## src/rtl/art_pkg.sv

```systemverilog
// Shared constants for the silicon-art input conditioning path.
package art_pkg;

  localparam int ART_IO_WIDTH     = 8;
  localparam int ART_SYNC_STAGES  = 2;
  localparam int ART_PRESCALE     = 1000;
  localparam int ART_STABLE_TICKS = 4;

  // Width of a counter that must hold 0..n-1, never narrower than one bit.
  function automatic int art_cnt_width(input int n);
    return (n > 1) ? $clog2(n) : 1;
  endfunction

endpackage

```

## src/rtl/art_debounce_bit.sv

```systemverilog
// One input bit: synchroniser chain, stability counter and the debounced output flop.
module art_debounce_bit
  import art_pkg::*;
#(
  parameter int   SYNC_STAGES  = ART_SYNC_STAGES,
  parameter int   STABLE_TICKS = ART_STABLE_TICKS,
  parameter logic RESET_VALUE  = 1'b0
) (
  input  logic clk,
  input  logic rst,
  input  logic tick,
  input  logic din,
  output logic dout,
  output logic flip
);

  localparam int CNT_W = $clog2(STABLE_TICKS) + 1;

  logic [SYNC_STAGES-1:0] sync_q;
  logic [SYNC_STAGES-1:0] sync_d;
  logic [CNT_W-1:0]       cnt_q;
  logic [CNT_W-1:0]       cnt_d;
  logic                   dout_q;
  logic                   dout_d;
  logic                   sync_s;
  logic                   flip_s;

  assign sync_s = sync_q[SYNC_STAGES-1];

  always_comb begin
    sync_d = {sync_q[SYNC_STAGES-2:0], din};
    cnt_d  = cnt_q;
    dout_d = dout_q;
    flip_s = 1'b0;
    if (tick) begin
      if (sync_s == dout_q) begin
        cnt_d = {CNT_W{1'b0}};
      end else if (cnt_q == CNT_W'(STABLE_TICKS - 1)) begin
        // The new level has persisted long enough: accept it.
        dout_d = ~dout_q;
        cnt_d  = {CNT_W{1'b0}};
        flip_s = 1'b1;
      end else begin
        cnt_d = cnt_q + CNT_W'(1);
      end
    end else begin
      cnt_d = cnt_q;
    end
  end

  always_ff @(posedge clk or posedge rst) begin
    if (rst) begin
      sync_q <= {SYNC_STAGES{1'b0}};
      cnt_q  <= {CNT_W{1'b0}};
      dout_q <= RESET_VALUE;
    end else begin
      sync_q <= sync_d;
      cnt_q  <= cnt_d;
      dout_q <= dout_d;
    end
  end

  assign dout = dout_q;
  assign flip = flip_s;

endmodule

```

## src/rtl/art_input_debounce.sv

```systemverilog
// Debounces the raw input pins into a stable byte plus a registered change strobe and mask.
module art_input_debounce
  import art_pkg::*;
#(
  parameter int               WIDTH        = ART_IO_WIDTH,
  parameter int               SYNC_STAGES  = ART_SYNC_STAGES,
  parameter int               PRESCALE     = ART_PRESCALE,
  parameter int               STABLE_TICKS = ART_STABLE_TICKS,
  parameter logic [WIDTH-1:0] RESET_VALUE  = {WIDTH{1'b0}}
) (
  input  logic             clk,
  input  logic             rst,
  input  logic             ena,
  input  logic [WIDTH-1:0] din,
  output logic [WIDTH-1:0] dout,
  output logic             changed,
  output logic [WIDTH-1:0] changed_mask
);

  localparam int PS_W = art_cnt_width(PRESCALE);

  logic [PS_W-1:0]  ps_q;
  logic [PS_W-1:0]  ps_d;
  logic             tick_s;
  logic [WIDTH-1:0] flip_s;
  logic             changed_q;
  logic             changed_d;
  logic [WIDTH-1:0] mask_q;
  logic [WIDTH-1:0] mask_d;

  // Shared sample-tick prescaler; frozen along with tick while ena is low.
  always_comb begin
    tick_s = 1'b0;
    ps_d   = ps_q;
    if (ena) begin
      if (ps_q == PS_W'(PRESCALE - 1)) begin
        tick_s = 1'b1;
        ps_d   = {PS_W{1'b0}};
      end else begin
        ps_d = ps_q + PS_W'(1);
      end
    end else begin
      ps_d = ps_q;
    end
  end

  genvar gi;
  generate
    for (gi = 0; gi < WIDTH; gi++) begin : g_bit
      art_debounce_bit #(
        .SYNC_STAGES (SYNC_STAGES),
        .STABLE_TICKS(STABLE_TICKS),
        .RESET_VALUE (RESET_VALUE[gi])
      ) u_bit (
        .clk (clk),
        .rst (rst),
        .tick(tick_s),
        .din (din[gi]),
        .dout(dout[gi]),
        .flip(flip_s[gi])
      );
    end
  endgenerate

  always_comb begin
    mask_d    = flip_s;
    changed_d = |flip_s;
  end

  always_ff @(posedge clk or posedge rst) begin
    if (rst) begin
      ps_q      <= {PS_W{1'b0}};
      changed_q <= 1'b0;
      mask_q    <= {WIDTH{1'b0}};
    end else begin
      ps_q      <= ps_d;
      changed_q <= changed_d;
      mask_q    <= mask_d;
    end
  end

  assign changed      = changed_q;
  assign changed_mask = mask_q;

endmodule

```

## config.mk

```make
export PLATFORM = sky130hd
export DESIGN_NAME = art_input_debounce
export DESIGN_NICKNAME = d
export VERILOG_FILES = /design/src/rtl/art_pkg.sv /design/src/rtl/art_debounce_bit.sv /design/src/rtl/art_input_debounce.sv
export SDC_FILE = /design/constraint.sdc
export NUM_CORES = 1
export LEC_CHECK = 0
export ABC_CLOCK_PERIOD_IN_PS = 3200
export BUFFER_PORTS_ARGS = -buffer_cell sky130_fd_sc_hd__buf_4
export CORE_MARGIN = 3
export CORE_UTILIZATION = 58
export DETAILED_ROUTE_END_ITERATION = 6
export HOLD_SLACK_MARGIN = 0.12
export PLACE_DENSITY = 0.78
export SETUP_SLACK_MARGIN = 0.4
export SLEW_MARGIN = 20
export SYNTH_ARGS = -nofsm -noshare
export SYNTH_HDL_FRONTEND = slang
export SYNTH_HIERARCHICAL = 1
export SYNTH_SLANG_ARGS = --single-unit
```

## constraint.sdc

```tcl
create_clock -name clk -period 3.2 [get_ports clk]
set_clock_uncertainty 0.05 [all_clocks]
set_input_delay 0.8 -clock clk [delete_from_list [all_inputs] [get_ports clk]]
set_output_delay 0.8 -clock clk [all_outputs]
set_load 0.05 [all_outputs]
```

==> flow_metrics.tcl <==
set metrics [dict create \
    synthesis.nets 270 \
    swShare_pct 26.2 \
    yosysSeqAreaShare_pct 58.7 \
    crit_chain "ha_1 -> nand3_1 -> nor3_4 -> buf_12 -> nand3b_1 -> nor2_1 -> nor4_1 -> nand2_1" \
    grt_pass1_wl_mm 8.80 \
    numClockSinks 67 \
    muxShareOfSynthArea_pct 3.86 \
    drt_iter0_drc 100 \
    synth_area_um2 2860 \
    numCtsBuffers 9 \
    dp_slack_ns 0.896 \
    hold_path_class "flop to flop" \
    power.density_nw_per_um2 551 \
    die_w_um 76.2 \
    setup_viol 0 \
    combinationalPowerShare_pct 11.1 \
    final.period_utilization_pct 64.1 \
    drv_cap 0 \
    hold_viol 0 \
    cp_slowest_cell "dfrtp_1" \
    yosys_warnings 6 \
    routed_via_density 5.28 \
    ys_types 35 \
    rsz0062_at_grt "false" \
    post-synth-top-count-cell "dfrtp_1" \
    final_util_pct 73.4 \
    outcome "completed" \
    power.total_mw 1.85 \
    cts_resized 0 \
    slowest_delay_ns 0.43 \
    synthTopCellsByCount "dfrtp_1 (67), inv_1 (26), nand2b_1 (24)" \
    synth_top_area_share_pct 58.7 \
    rows 24 \
    fin_nets 308 \
    route.detailed.wl_per_inst_um 14.1 \
    final_cells 358 \
    p_clk_share_pct 35.6 \
    period_needed_ns 2.05 \
    crit_fanout 49 \
    p_leak_nw 1.63 \
    synth_compound_area_share_pct 8.63 \
    hold_buffers 0 \
    gp_congestion 0.817 \
    seq_power_share_pct 53.3 \
    fillCellCount 332 \
    synth-simple-area-share_pct 17.0 \
    die_h_um 76.2 \
    synthToLayoutAreaGrowth_pct 17.3 \
    ir_worst_vdd_mv 0.329 \
    cts_max_level 3 \
    worst_slew_pin_slew_ns 0.702 \
    via_count 1891 \
    root_buffer "clkbuf_8" \
    io_pins 28 \
    synth-async-reset-ratio_pct 100 \
    slew_headroom_pct 53.1 \
    synth_edf_count 0 \
    hold_slack_ns 0.299 \
    setup_slack_ns 1.15 \
    initial_utilization_pct 62.6 \
    ys_ff_latch 67 \
    synth_cells 250 \
    placement.io_buffers 27 \
    cts_tree "built" \
    yosys.area.top_type "dfrtp_1" \
    ant_nets 0 \
    drc 0 \
    core_um2 4560 \
    post_cts_buffers 0 \
    synthTopCellsByArea "dfrtp_1 (59%), nand2b_1 (5.3%), ha_1 (3.9%)" \
    synth_xor_xnor_area_share_pct 3.99 \
    synth_top_family_by_area "simple AND/OR/NAND/NOR gates" \
    dp_hpwl_mm 3.59 \
    wl_mm 5.04 \
    synth.avg_cell_area_um2 11.4 \
    critPathCaptureType "flop" \
    grt_pass1_vias 1940 \
    die_area_um2 5800 \
    grt_antenna_before_repair 0 \
    regArea_um2 1680 \
    worstSetupPathType "flop to flop" \
    multiInputGateArea_um2 1080 \
    grt_max_degree 50 \
    fmax_mhz 488 \
    dp_cells 342 \
    report.final.slew_viol_count 0 \
    cp.arrival_ns 2.19 \
    gr-total-overflow 0 \
    critPathLaunchType "flop" \
    switchingPower_uw 484 \
    yosys_most_used_dff "dfrtp_1" \
    cp_data_required_time_ns 3.34 \
    cts.clk_slew.worst_paths_ns 0.07 \
    insertedDiodeCount 0 \
    drive_gt1_share_pct 16.0 \
    synth_adder_area_share_pct 3.94 \
    p_int_mw 1.36 \
    clockBufferDepth 2 \
    clock_latency_ns 0.32 \
    place_area_um2 3160 \
    grtUsageTotal_pct 19.2 \
    fin_area_um2 3350 \
    firstDrtPassIters 4 \
    fin_tns_setup_ns 0 \
]
==> cells in the final DEF (no fill, tap or decap), types with 2 or more instances in the layout <==
cell	n
a21oi_1	2
buf_4	27
clkbuf_1	2
clkbuf_8	13
dfrtp_1	67
ha_1	9
inv_1	26
mux2_1	8
mux2i_1	2
nand2_1	16
nand2b_1	24
nand3_1	4
nand3b_1	8
nand4_1	2
nor2_1	13
nor2b_1	9
nor4_1	2
o21ai_0	4
o22ai_1	17
o31ai_1	8
xnor2_1	12
==> cell type report <==
cell class	instances	share of cell area, %
clock buffers	15	5.57
clock inverters	1	0.149
inverters	27	3.03
multi-input cells	155	32.1
flip-flops and latches	67	50.1
well taps	65	2.43
repair buffers	28	6.65
==> worst max-delay path: cells and delay by family (launching register included) <==
kind / cells / cell delay [ns]
adder cells (fa/ha/maj): 1 / 0.27
buffers and inverters: 1 / 0.18
flip-flops: 1 / 0.43
AND/OR/NAND/NOR: 6 / 0.97
==> logic make-up (layout without fill, tap and decap cells) <==
family / Yosys count / count (layout)
flops: 67 / 67
simple gates: 86 / 86
fa+ha+maj: 9 / 9
compound gates: 37 / 37
mux: 10 / 10
xor+xnor: 13 / 13
buf+inv: 28 / 71
==> power groups by stage <==
stage          logic, mW  clock network, mW  registers (mW)
2_1_floorplan      0.165                  0           0.979
3_3_place_gp       0.202                  0           0.995
3_5_place_dp       0.207                  0           0.998
4_1_cts            0.208              0.672           0.982
5_1_grt            0.233              0.715           0.996
6_report           0.205              0.657           0.985
==> metal layers <==
metal  GRT usage, %  routed length [um]  up-vias
met5              0                   0        -
met3           4.49                 187        4
met2           30.0                2490       32
li1               -                   -      926
met1           25.3                2330      929
met4           10.1                  34        0
==> sequential cells by signal (all words and copies together) (netlist names) <==
register / cells
g_bit.u_bit/dout: 8
changed: 1
changed_mask: 8
ps_q: 10
g_bit.u_bit/cnt_q: 24
g_bit.u_bit/sync_q: 16
==> final timing paths <==
| check | startpoint | end | slack [ns] | cells after the start |
|---|---|---|---|---|
| worst max register to register | ps_q[0]$_DFFE_PP0P_ | changed$_DFF_PP0_ | 1.15 | 8 |
| worst min register to register | g_bit[5].u_bit/sync_q[0]$_DFF_PP0_ | g_bit[5].u_bit/sync_q[1]$_DFF_PP0_ | 0.30 | 0 |
| worst max-delay path | ps_q[0]$_DFFE_PP0P_ | changed$_DFF_PP0_ | 1.15 | 8 |
| min in group asynchronous | rst | g_bit[0].u_bit/dout$_DFFE_PP0P_ | 0.39 | 2 |
| max in group asynchronous | rst | ps_q[0]$_DFFE_PP0P_ | 2.05 | 2 |
| worst min-delay path | g_bit[5].u_bit/sync_q[0]$_DFF_PP0_ | g_bit[5].u_bit/sync_q[1]$_DFF_PP0_ | 0.30 | 0 |
No activity file was read; power rests on OpenSTA's default activity.
